[src/rtl/apb_slave_regbank_if.sv]
// APB completer-side bus bundle for one peripheral slot of the bridge.
// The master modport drives the request; the slave modport answers it.
interface apb_slave_regbank_if;
    logic        psel;
    logic        penable;
    logic        pwrite;
    logic [31:0] paddr;
    logic [31:0] pwdata;
    logic [31:0] prdata;
    logic        pready;
    logic        pslverr;

    modport master (
        output psel, penable, pwrite, paddr, pwdata,
        input  prdata, pready, pslverr
    );

    modport slave (
        input  psel, penable, pwrite, paddr, pwdata,
        output prdata, pready, pslverr
    );
endinterface

[src/rtl/apb_slave_regbank.sv]
// APB register bank: NUM_REGS-1 read/write words plus a read-only count of
// completed writes in the top slot, with programmable wait states.
module apb_slave_regbank #(
    parameter int NUM_REGS    = 8,
    parameter int WAIT_STATES = 0,
    parameter int OFFSET_BITS = 12
) (
    input  logic               hclk,
    input  logic               hresetn,
    apb_slave_regbank_if.slave bus
);

    localparam int              IDX_W   = $clog2(NUM_REGS);
    localparam logic [IDX_W-1:0] CNT_IDX = IDX_W'(NUM_REGS - 1);

    typedef enum logic {IDLE, ACCESS} state_t;

    state_t                 state_q, state_d;
    logic [3:0]             wait_q, wait_d;
    logic [OFFSET_BITS-1:0] addr_q;
    logic                   write_q;
    logic [31:0]            wdata_q;
    logic [31:0]            regs_q [NUM_REGS-1];
    logic [31:0]            wr_cnt_q;

    logic                   latch;
    logic                   complete;
    logic                   ready;
    logic                   err;
    logic [IDX_W-1:0]       idx;
    logic [31:0]            rd_val;
    logic                   unused_paddr_hi;

    assign unused_paddr_hi = ^bus.paddr[31:OFFSET_BITS];

    // Decode works only on the setup-phase latch, never on the live bus.
    assign idx = addr_q[IDX_W+1:2];
    assign err = (addr_q[1:0] != 2'b00)
              || ((addr_q >> (IDX_W + 2)) != '0)
              || (write_q && (idx == CNT_IDX));
    assign rd_val = (idx == CNT_IDX) ? wr_cnt_q : regs_q[idx];

    always_comb begin
        state_d  = state_q;
        wait_d   = wait_q;
        latch    = 1'b0;
        complete = 1'b0;
        ready    = 1'b0;
        case (state_q)
            IDLE: begin
                if (bus.psel && !bus.penable) begin
                    latch   = 1'b1;
                    wait_d  = 4'(WAIT_STATES);
                    state_d = ACCESS;
                end
            end
            ACCESS: begin
                ready = (wait_q == 4'd0);
                if (!bus.psel) begin
                    state_d = IDLE;
                end else if (wait_q != 4'd0) begin
                    wait_d = wait_q - 4'd1;
                end else begin
                    complete = 1'b1;
                    state_d  = IDLE;
                end
            end
            default: state_d = IDLE;
        endcase
    end

    assign bus.pready  = ready;
    assign bus.pslverr = ready && err;
    assign bus.prdata  = (ready && !err && !write_q) ? rd_val : 32'd0;

    always_ff @(posedge hclk or negedge hresetn) begin
        if (!hresetn) begin
            state_q <= IDLE;
            wait_q  <= 4'd0;
        end else begin
            state_q <= state_d;
            wait_q  <= wait_d;
        end
    end

    always_ff @(posedge hclk) begin
        if (latch) begin
            addr_q  <= bus.paddr[OFFSET_BITS-1:0];
            write_q <= bus.pwrite;
            wdata_q <= bus.pwdata;
        end
    end

    // A good write updates its register and bumps the counter on the same edge.
    always_ff @(posedge hclk or negedge hresetn) begin
        if (!hresetn) begin
            for (int i = 0; i < NUM_REGS - 1; i++) begin
                regs_q[i] <= 32'd0;
            end
            wr_cnt_q <= 32'd0;
        end else if (complete && write_q && !err) begin
            regs_q[idx] <= wdata_q;
            wr_cnt_q    <= wr_cnt_q + 32'd1;
        end
    end

endmodule

[src/flat_wrapper.sv]
// flat-port wrapper written by rule: the top's interface ports become plain ports
module apb_slave_regbank_flat 
#(
    parameter int NUM_REGS    = 8,
    parameter int WAIT_STATES = 0,
    parameter int OFFSET_BITS = 12
)
  (hclk, hresetn, bus_psel, bus_penable, bus_pwrite, bus_paddr, bus_pwdata, bus_prdata, bus_pready, bus_pslverr);
  apb_slave_regbank_if bus_i ();
  input  logic hclk;
  input  logic hresetn;
  input wire logic [$bits(bus_i.psel)-1:0] bus_psel;
  input wire logic [$bits(bus_i.penable)-1:0] bus_penable;
  input wire logic [$bits(bus_i.pwrite)-1:0] bus_pwrite;
  input wire logic [$bits(bus_i.paddr)-1:0] bus_paddr;
  input wire logic [$bits(bus_i.pwdata)-1:0] bus_pwdata;
  output wire logic [$bits(bus_i.prdata)-1:0] bus_prdata;
  output wire logic [$bits(bus_i.pready)-1:0] bus_pready;
  output wire logic [$bits(bus_i.pslverr)-1:0] bus_pslverr;
  assign bus_i.psel = bus_psel;
  assign bus_i.penable = bus_penable;
  assign bus_i.pwrite = bus_pwrite;
  assign bus_i.paddr = bus_paddr;
  assign bus_i.pwdata = bus_pwdata;
  assign bus_prdata = bus_i.prdata;
  assign bus_pready = bus_i.pready;
  assign bus_pslverr = bus_i.pslverr;
  apb_slave_regbank #(.NUM_REGS(NUM_REGS), .WAIT_STATES(WAIT_STATES), .OFFSET_BITS(OFFSET_BITS)) u_core (.hclk(hclk), .hresetn(hresetn), .bus(bus_i));
endmodule
[config.mk]
export PLATFORM = sky130hd
export DESIGN_NAME = apb_slave_regbank_flat
export DESIGN_NICKNAME = d
export VERILOG_FILES = /design/src/rtl/apb_slave_regbank_if.sv /design/src/rtl/apb_slave_regbank.sv /design/src/flat_wrapper.sv
export SDC_FILE = /design/constraint.sdc
export NUM_CORES = 1
export LEC_CHECK = 0
export BUFFER_PORTS_ARGS = -buffer_cell sky130_fd_sc_hd__buf_2
export CAP_MARGIN = 10
export CORE_ASPECT_RATIO = 0.6
export CORE_MARGIN = 4
export CORE_UTILIZATION = 53
export CTS_CLUSTER_DIAMETER = 150
export DETAILED_ROUTE_END_ITERATION = 6
export PLACE_DENSITY = 0.72
export SETUP_SLACK_MARGIN = 0.4
export SLEW_MARGIN = 0
export SYNTH_ARGS = -nofsm -noshare
export SYNTH_HDL_FRONTEND = slang
export SYNTH_SLANG_ARGS = --single-unit
[constraint.sdc]
create_clock -name hclk -period 12 [get_ports hclk]
set_input_delay 1.2 -clock hclk [delete_from_list [all_inputs] [get_ports hclk]]
set_output_delay 1.2 -clock hclk [all_outputs]
set_load 0.01 [all_outputs]
After elaboration in Yosys (flattened, before gate mapping)
Cells that the tools add are included.
{"block": "op_classes", "add_sub_neg": 2, "order_cmp": 2, "eq_ne": 4, "mux": 21, "bitwise_logic": 2, "reduce_logical": 18}
{"operator": "$bwmux W224", "count": 1}
{"operator": "$mux W32", "count": 5}
{"operator": "$bmux W32 S3", "count": 1}
{"operator": "$demux W32 S3", "count": 1}
{"operator": "$add A32 B1 Y32 const B", "count": 1}
{"operator": "$mux W4", "count": 3}
{"operator": "$reduce_bool A12 Y1", "count": 1}
{"operator": "$logic_and A1 B1 Y1", "count": 8}
{"operator": "$mux W1", "count": 8}
{"operator": "$pmux W4 S2", "count": 1}
{"operator": "$ge A4 B4 Y1 const B", "count": 1}
{"operator": "$logic_not A4 Y1", "count": 1}
{"operator": "$lt A4 B1 Y1 const B", "count": 1}
{"operator": "$ne A2 B2 Y1 const B", "count": 2}
{"operator": "$not A3 Y4", "count": 1}
{"operator": "$reduce_bool A4 Y1", "count": 1}
{"operator": "$sub A4 B1 Y4 const B", "count": 1}
{"operator": "$eq A3 B3 Y1 const B", "count": 1}
{"operator": "$logic_not A1 Y1", "count": 3}
{"operator": "$reduce_and A3 Y1", "count": 1}
{"operator": "$logic_or A1 B1 Y1", "count": 2}
{"operator": "$ne A2 B1 Y1 const B", "count": 1}
{"operator": "$pmux W1 S2", "count": 1}
{"operator": "$reduce_bool A2 Y1", "count": 1}
{"operator": "$not A1 Y1", "count": 1}
{"block": "word_totals", "regBits": 306, "input_bits": 69, "output_inout_bits": 34}

Depth between registers and ports, before layout
{"block": "logic_depth", "word_depth": 7, "ltp_mapped": 9}

Worst setup path after synthesis
Ideal clock, no wire load.
{"block": "synth_path", "kind": "input port to flip-flop", "startpoint": "input bus_penable", "endpoint": "register u_core.addr_q[0], enable pin", "arrival_ns": 4.605, "required_ns": 11.483, "slack_ns": 6.877, "stages": 1, "cell_sequence": "nor3b_1"}
{"block": "synth_via", "elab_chain_len": 4}
{"item": "start: declaration", "line_no": "flat_wrapper.sv:13", "text": "input wire logic [$bits(bus_i.penable)-1:0] bus_penable;"}
{"item": "$logic_not A1 Y1", "line_no": "apb_slave_regbank.sv:51", "text": "if (bus.psel && !bus.penable) begin"}
{"item": "$logic_and A1 B1 Y1", "line_no": "apb_slave_regbank.sv:51"}
{"item": "$mux W1", "line_no": "apb_slave_regbank.sv:51"}
{"item": "$mux W1", "line_no": "apb_slave_regbank.sv:49", "text": "case (state_q)"}
{"item": "end signal: assignment", "line_no": "apb_slave_regbank.sv:88", "text": "addr_q <= bus.paddr[OFFSET_BITS-1:0];"}
{"item": "end: declaration", "line_no": "apb_slave_regbank.sv:20", "text": "logic [OFFSET_BITS-1:0] addr_q;"}
Every way passes these cells.
A chain may end at the register's enable or synchronous reset.

Worst setup path in the final report
{"block": "layout_path", "startpoint": "register u_core.addr_q[4]", "endpoint": "output bus_prdata[15]"}
{"block": "layout_via", "elab_chain_len": 7, "word_cells_on_any_way": 12}
{"item": "branches (longest 6 deep; another with $bmux W32 S3)"}
{"item": "$mux W32 (*)", "line_no": "apb_slave_regbank.sv:74", "text": "assign bus.prdata = (ready && !err && !write_q) ? rd_val : 32'd0;"}
{"item": "end: declaration", "line_no": "flat_wrapper.sv:17", "text": "output wire logic [$bits(bus_i.prdata)-1:0] bus_prdata;"}
Every way passes the cells marked *. The select of a mux whose other input is x is not followed.

==> metrics.cfg <==
[outcome]
status=finished with violations
violations=DRC

[die]
ios=103
die_h_um=133
row_count=45
core_um2=25500
die_w_um=217
start_util_pct=54.2
die_area_um2=28800

[clock_tree]
htree_levels=1
clock_path_buffers=3
ctsHoldBuffers=0
clk_pin_slew_worst_paths_ns=0.07
clock-sinks=306
worstSkewPairLatency_ns=0.56
cts_tree=done
cts_setup_buffers=0
cts_buffers=29
cts.repair.resized=0
cts_root_buf=clkbuf_16

[placed_design]
placed_area_um2=14500
dp.final_hpwl_mm=20.7
portBuffers=82
place.gp.congestion=0.856

[timing]
fmax_mhz=196
finalCriticalPeriod_ns=5.11
rsz0062_at_grt=false
finalHoldViolCount=0
setup_violations=0
holdWs_ns=0.471
max-slew-margin-rel_pct=23.7
worst_pin_slew_ns=1.14
fin_skew_ns=0.0127
slew_violations=0
setup_tns_ns=0
post-route-period-util_pct=42.6

[power]
max-vdd-ir-drop_mv=0.105
p_leak_nw=7.41
powerDensity_nw_per_um2=138

[yosys]
ys_seq_area_share_pct=57.0
syn_nets=1098
async_flop_share_pct=85.3
yosys-top-cells-area=dfrtp_1 47%, mux2_2 19%, edfxtp_1 9.8%
yosysTopAreaCell=dfrtp_1
synthTopCellsByCount=261 x dfrtp_1, 236 x mux2_2, 48 x nand2_1, 45 x edfxtp_1
synth_flop_cell=dfrtp_1
synth_most_common_cell=dfrtp_1
synthCells=1027
syn_area_um2=13800
yosysWarnings=0
ys_ff_latch=306
syn_avg_cell_area_um2=13.5
post_synth_num_cell_types=52
yosysTopAreaCellShare_pct=47.2
synth_edf_count=45

[finish]
nFillCells=1964
final_area_um2=15500
drive_above_1_share_pct=36.4
multi_input_area_um2=5560
fin_nets=1162
syn_to_final_growth_pct=12.2
ff_latch_area_um2=7880
antenna_cells=0

[drt]
wl_per_cell_um=22.3
via_per_inst=6.03
drc=2
ant_nets=0
wl_mm=32.7
first_iter_violations=824
vias=8845
first_pass_iters=7

[worst_setup_path]
r2r-start=u_core.addr_q[4]$_DFFE_PP_
cp.arrival_ns=3.91
worstPathRequired_ns=10.80
worstPathMaxFanout=53
rrSetupSlack_ns=7.49
r2r_end=u_core.regs_q[61]$_DFFE_PN0P_
crit_path_max_incr_delay_ns=0.76
slowest_stage=nand2b_1
crit_top_cell=buf_4
endpoint_kind=output port
worstPathCellList=buf_4 -> buf_4 -> nand2b_1 -> o22ai_1 -> mux2i_1 -> a21oi_1 -> buf_2
r2r_cells=7
crit_path_start_kind=flip-flop
criticalPathCategory=reg2out

[min_path]
holdPathEnd=u_core.wr_cnt_q[31]$_DFFE_PN0P_
whs_path_depth=1
hold_path_class=reg2reg
hp-start=u_core.wr_cnt_q[31]$_DFFE_PN0P_

[grt]
antenna_found_initial=0
grt_pass1_vias=8689
grt_pass1_wl_mm=51.7
grt_max_degree=131
grt_usage_pct=22.8
grt_overflow=0

[job]
drv_cap=0

layout make-up:
type                    instances  share of cell area [%]
flip-flops and latches        306                    50.8
well taps                     352                    2.84
repair buffers                101                    3.68
multi-input cells             627                    35.8
clock inverters                21                    1.38
inverters                      26                   0.629
clock buffers                  33                    4.84
placed cells by master (no fill, tap or decap), types with 24 or more instances in the layout:
master,count
mux2i_1,29
o221ai_1,29
a21oi_1,29
nand2_1,48
xor2_1,25
buf_2,81
edfxtp_1,45
mux2_2,236
dfrtp_1,261
clkbuf_16,29
inv_1,24
worst max path at each step:
stage | from | endpoint
floorplan | bus_penable | u_core.addr_q[0]$_DFFE_PP_
global placement | u_core.addr_q[4]$_DFFE_PP_ | u_core.regs_q[43]$_DFFE_PN0P_
global route | u_core.addr_q[4]$_DFFE_PP_ | bus_prdata[12]
detailed placement | u_core.addr_q[4]$_DFFE_PP_ | u_core.regs_q[61]$_DFFE_PN0P_
finish | u_core.addr_q[4]$_DFFE_PP_ | bus_prdata[15]
CTS | u_core.addr_q[4]$_DFFE_PP_ | bus_pslverr
power breakdown:
group | switching, W | total [W] | internal (W)
Combinational | 0.0000768 | 0.000119 | 0.0000418
Sequential | 0.0000192 | 0.00109 | 0.00107
Clock | 0.000396 | 0.000932 | 0.000536
Total | 0.000492 | 0.00214 | 0.00165
logic make-up (layout without fill, tap and decap cells):
group	after synthesis	count (layout)	synth area share, %
compound gates	121	121	6.30
xor+xnor	33	33	2.09
mux	282	282	23.8
buf+inv	94	181	2.98
simple gates	189	189	7.62
fa+ha+maj	2	2	0.181
flops	306	306	57.0
per-layer routing:
layer  track usage (%)  part of all wire (%)  up-vias
met5                 0                     0        -
met4              4.26                   1.6        0
met3              5.27                   6.8       44
met2              32.7                    43      234
met1              35.8                    48     4638
li1                  -                     -     3929
flip-flops by register name, summed over array words and instances, names as in the netlist:
register,cells
u_core.wdata_q,32
u_core.addr_q,12
u_core.wr_cnt_q,32
u_core.regs_q,224
u_core.state_q,1
u_core.wait_q,4
u_core.write_q,1
metrics by stage:
step / utilization, % / power, W / setup slack [ns] / std cells
3_5_place_dp: 57.0 / 0.00123 / 7.47 / 1411
4_1_cts: 60.8 / 0.00216 / 6.94 / 1465
5_1_grt: 60.8 / 0.00222 / 6.74 / 1466
2_1_floorplan: - / 0.00117 / 6.88 / 1027
6_report: 60.8 / 0.00214 / 6.89 / 1466
3_3_place_gp: 57.0 / 0.00123 / 7.50 / 1411
critical path, delay by kind of cell, from the launching register on:
kind | cells | cell delay, ns
compound gates | 2 | 0.36
buf+inv | 3 | 1.37
mux | 1 | 0.48
simple gates | 1 | 0.76
flops | 1 | 0.33
Power figures use the tool's default switching activity.
